**src/rtl/time_base_mm_ss.sv**
```systemverilog
// mm:ss BCD timebase: prescaler to a one-second tick, seconds/minutes counters, validated time-set load.
// Min/Sec/Load_Err update one edge after tick or load; Sec_Tick/Hour_Enable are same-cycle; no backpressure.
module time_base_mm_ss #(
    parameter int unsigned CLK_DIV = 4
) (
    input  logic       Clk,
    input  logic       Reset,
    input  logic       Enable,
    input  logic       Load,
    input  logic [7:0] Load_Min,
    input  logic [7:0] Load_Sec,
    output logic [7:0] Min,
    output logic [7:0] Sec,
    output logic       Sec_Tick,
    output logic       Hour_Enable,
    output logic       Load_Err
);

    localparam logic [15:0] PRESC_MAX = 16'(CLK_DIV - 1);

    logic [15:0] presc_q, presc_d;
    logic [7:0]  sec_q, sec_d;
    logic [7:0]  min_q, min_d;
    logic        load_err_q, load_err_d;

    logic        tick;
    logic        sec_wrap;
    logic        load_ok;

    function automatic logic bcd_valid(input logic [7:0] v);
        return (v[7:4] <= 4'd5) && (v[3:0] <= 4'd9);
    endfunction

    // Advance a 00..59 BCD value by one, wrapping 59 back to 00.
    function automatic logic [7:0] bcd_inc(input logic [7:0] v);
        logic [7:0] r;
        if (v == 8'h59) begin
            r = 8'h00;
        end else if (v[3:0] == 4'd9) begin
            r = {4'(v[7:4] + 4'd1), 4'd0};
        end else begin
            r = {v[7:4], 4'(v[3:0] + 4'd1)};
        end
        return r;
    endfunction

    always_comb begin
        tick     = ~Reset & Enable & ~Load & (presc_q == PRESC_MAX);
        sec_wrap = (sec_q == 8'h59);
        load_ok  = bcd_valid(Load_Min) & bcd_valid(Load_Sec);

        presc_d    = presc_q;
        sec_d      = sec_q;
        min_d      = min_q;
        load_err_d = 1'b0;

        if (Load) begin
            // A rejected load leaves all counting state untouched.
            if (load_ok) begin
                presc_d = 16'd0;
                sec_d   = Load_Sec;
                min_d   = Load_Min;
            end else begin
                load_err_d = 1'b1;
            end
        end else if (Enable) begin
            presc_d = (presc_q == PRESC_MAX) ? 16'd0 : 16'(presc_q + 16'd1);
            if (tick) begin
                sec_d = bcd_inc(sec_q);
                if (sec_wrap) begin
                    min_d = bcd_inc(min_q);
                end
            end
        end
    end

    always_ff @(posedge Clk or posedge Reset) begin
        if (Reset) begin
            presc_q    <= 16'd0;
            sec_q      <= 8'h00;
            min_q      <= 8'h00;
            load_err_q <= 1'b0;
        end else begin
            presc_q    <= presc_d;
            sec_q      <= sec_d;
            min_q      <= min_d;
            load_err_q <= load_err_d;
        end
    end

    assign Min         = min_q;
    assign Sec         = sec_q;
    assign Load_Err    = load_err_q;
    assign Sec_Tick    = tick;
    assign Hour_Enable = tick & sec_wrap & (min_q == 8'h59);

endmodule

```
**config.mk**
```make
export PLATFORM = sky130hd
export DESIGN_NAME = time_base_mm_ss
export DESIGN_NICKNAME = d
export VERILOG_FILES = /design/src/rtl/time_base_mm_ss.sv
export SDC_FILE = /design/constraint.sdc
export NUM_CORES = 1
export LEC_CHECK = 0
export ABC_AREA = 1
export BUFFER_PORTS_ARGS = -buffer_cell sky130_fd_sc_hd__clkbuf_2
export CAP_MARGIN = 10
export CORE_UTILIZATION = 45
export DETAILED_ROUTE_END_ITERATION = 6
export PLACE_DENSITY = 0.67
export SLEW_MARGIN = 10
export SYNTH_ARGS = -nofsm -noshare
export SYNTH_HDL_FRONTEND = slang
export SYNTH_SLANG_ARGS = --single-unit
export TNS_END_PERCENT = 30
```
**constraint.sdc**
```tcl
create_clock -name Clk -period 3.2 [get_ports Clk]
set_clock_uncertainty 0.1 [all_clocks]
set_input_delay 0.32 -clock Clk [delete_from_list [all_inputs] [get_ports Clk]]
set_output_delay 0.32 -clock Clk [all_outputs]
set_load 0.01 [all_outputs]
```
==> results_dict.tcl <==
set metrics [dict create \
    antenna_cells 0 \
    antenna_left 0 \
    r2r_cells 8 \
    status "complete, no violations" \
    tns_ns 0 \
    grt_overflow_total 0 \
    gp_congestion 0.8940 \
    worst_ir_drop_vdd_mv 0.2649 \
    yosysSeqAreaShare_pct 35.07 \
    synthCells 341 \
    drv_slew 0 \
    final_cell_mix "123 x nand2_1, 38 x nor2_1, 38 x nand3_1, 38 x clkbuf_2, 33 x dfrtp_1" \
    fillers 503 \
    power.total_mw 1.426 \
    finalCritPeriodShare_pct 72.30 \
    die_x_um 74.34 \
    routed_wl_um 5447 \
    mostFrequentLayoutCell "nand2_1" \
    grt_pass1_vias 1972 \
    cts_buffers 5 \
    area_growth_pct 13.60 \
    drive_gt1_share_pct 18.21 \
    rsz0062_at_grt "false" \
    avgRoutedWirePerCell_um 12.21 \
    grt_pass1_wl_um 9101 \
    endpoint_kind "primary output" \
    port_buffers 38 \
    syn_area_mm2 0.002355 \
    syn-num-nets 370 \
    clockBufferDepth 2 \
    period_minus_slack_ns 2.314 \
    clk_latency_ns 0.29 \
    design_area_mm2 0.002675 \
    max_cap_violations 0 \
    core_mm2 0.004880 \
    nets 407 \
    finalHoldViolCount 0 \
    cts.sinks 33 \
    reg2reg_from "presc_q[0]$_DFFE_PP0P_" \
    h-tree-depth 2 \
    timing.rr.end "Sec[4]$_DFFE_PP0P_" \
    reg2reg_slack_ns 1.13 \
    clock.fmax_ghz 0.4322 \
    hold_path_class "primary input to async pin" \
    root_buffer "clkbuf_8" \
    yosys_warnings 0 \
    hpwl_um 4095 \
    dieArea_mm2 0.005526 \
    tightestPinTransition_ns 0.7215 \
    critical_path_peak_fanout 7 \
    ys_ff_latch 33 \
    num_rows 25 \
    grt_max_degree 25 \
    p_leak_nw 1.377 \
    drt_iter0_drc 144 \
    dp.cells 438 \
    worstPathRequired_ns 2.78 \
    die_h_um 74.34 \
    antenna_found_initial 0 \
    grt_use_total_pct 21.79 \
    post_cts_buffers 0 \
    fin_cells 446 \
    cts_tree "yes" \
    syn_avg_cell_area_um2 6.905 \
    hold_buffers 0 \
    synthDistinctLibCells 28 \
    worst-setup-path-type "flip-flop to primary output" \
    initial_core_util_pct 48.26 \
    crit_path_start_kind "flip-flop" \
    relSlewSlack_pct 51.85 \
    cp_data_arrival_time_ns 1.89 \
    vias_per_cell 4.980 \
    num_vias 2221 \
    powerDensity_mw_per_mm2 533.1 \
    firstDrtPassIters 4 \
    io_pins 39 \
    post_cts_resized 0 \
    postPlaceCellArea_mm2 0.002574 \
    drc 0 \
    setup_violations 0 \
    path_clk_slew_ns 0.07 \
]
-- registers in the layout (all words and copies together), names as in the netlist --
signal and count:
presc_q 16, Min 8, Sec 8, Load_Err 1
-- critical path: stages, from the launching register on --
cell and delay, ns:
dfrtp_1 0.44, ha_1 0.34, nand3_1 0.12, nor2_1 0.14
nand3_2 0.14, nor4_1 0.24, clkbuf_2 0.19
-- cell families after synthesis --
group	after synthesis	synth area share (%)
xor+xnor	12	4.463
flops	33	35.07
compound gates	31	8.449
fa+ha+maj	9	4.782
buf+inv	37	7.227
simple gates	219	40.01
-- Yosys cell counts --
| cell type | count | share of area, % |
|---|---|---|
| nand4_1 | 7 | 1.9 |
| nand3_2 | 2 | 0.85 |
| nand2_2 | 2 | 0.53 |
| inv_4 | 1 | 0.27 |
| buf_2 | 2 | 0.43 |
| clkbuf_1 | 3 | 0.48 |
| or2_1 | 2 | 0.53 |
| inv_2 | 2 | 0.32 |
| nand2_4 | 3 | 1.4 |
| nor2_2 | 2 | 0.53 |
| xor2_1 | 7 | 2.6 |
| nor2_1 | 38 | 6.1 |
| buf_4 | 1 | 0.32 |
| nor4_1 | 1 | 0.27 |
| inv_1 | 25 | 4.0 |
| o21ai_0 | 14 | 3.0 |
| a22oi_1 | 1 | 0.32 |
| buf_6 | 3 | 1.4 |
| o211ai_1 | 1 | 0.32 |
| o21ai_2 | 9 | 3.3 |
| xnor2_1 | 5 | 1.9 |
| o21bai_1 | 2 | 0.64 |
| or2_2 | 1 | 0.27 |
| nand3_1 | 38 | 8.1 |
| o21ai_1 | 4 | 0.85 |
| ha_1 | 9 | 4.8 |
| nand2_1 | 123 | 20 |
| dfrtp_1 | 33 | 35 |
-- routing by layer --
layer | vias up | part of all wire, % | wire (µm) | GRT usage, %
met5 | - | 0 | 0 | 0
met4 | 0 | 1.3 | 70 | 7.128
met3 | 6 | 4.1 | 225 | 5.014
met2 | 43 | 44 | 2410 | 33.64
met1 | 1008 | 50 | 2741 | 30.24
li1 | 1164 | - | - | -
-- through the flow --
step	hold WS (ns)	worst slack, ns	utilization (%)
after global routing	0.1270	0.7260	54.82
final	0.06139	0.8864	54.82
after floorplan	0.3489	1.332	-
after global placement	0.3885	1.045	52.74
after CTS	0.09508	0.8504	54.82
after detailed placement	0.4028	0.9845	52.74
-- area by class of cell --
type	count	area, µm²	share of cell area [%]
inverters	28	107.6	4.022
repair buffers	39	197.7	7.390
well taps	67	83.83	3.134
multi-input cells	271	1359	50.79
clock buffers	7	96.34	3.601
flip-flops and latches	33	825.8	30.87
clock inverters	1	5.005	0.1871
-- worst max-delay path by stage --
stage	start	end	depth (start not counted)	slack (ns)
CTS	presc_q[0]$_DFFE_PP0P_	Hour_Enable	6	0.85
finish	presc_q[0]$_DFFE_PP0P_	Hour_Enable	6	0.89
global route	presc_q[0]$_DFFE_PP0P_	Hour_Enable	6	0.73
global placement	Load	Sec[4]$_DFFE_PP0P_	9	1.05
detailed placement	Load	Sec[7]$_DFFE_PP0P_	9	0.98
floorplan	Sec[1]$_DFFE_PP0P_	Hour_Enable	5	1.33
-- where the power goes --
part	internal, mW	switching, mW	leakage, nW	total, mW
sequential	0.504	0.129	0.441	0.633
combinational	0.187	0.253	0.881	0.440
clock	0.194	0.159	0.0542	0.353
total	0.886	0.540	1.38	1.43
No activity file was read; power rests on OpenSTA's default activity.
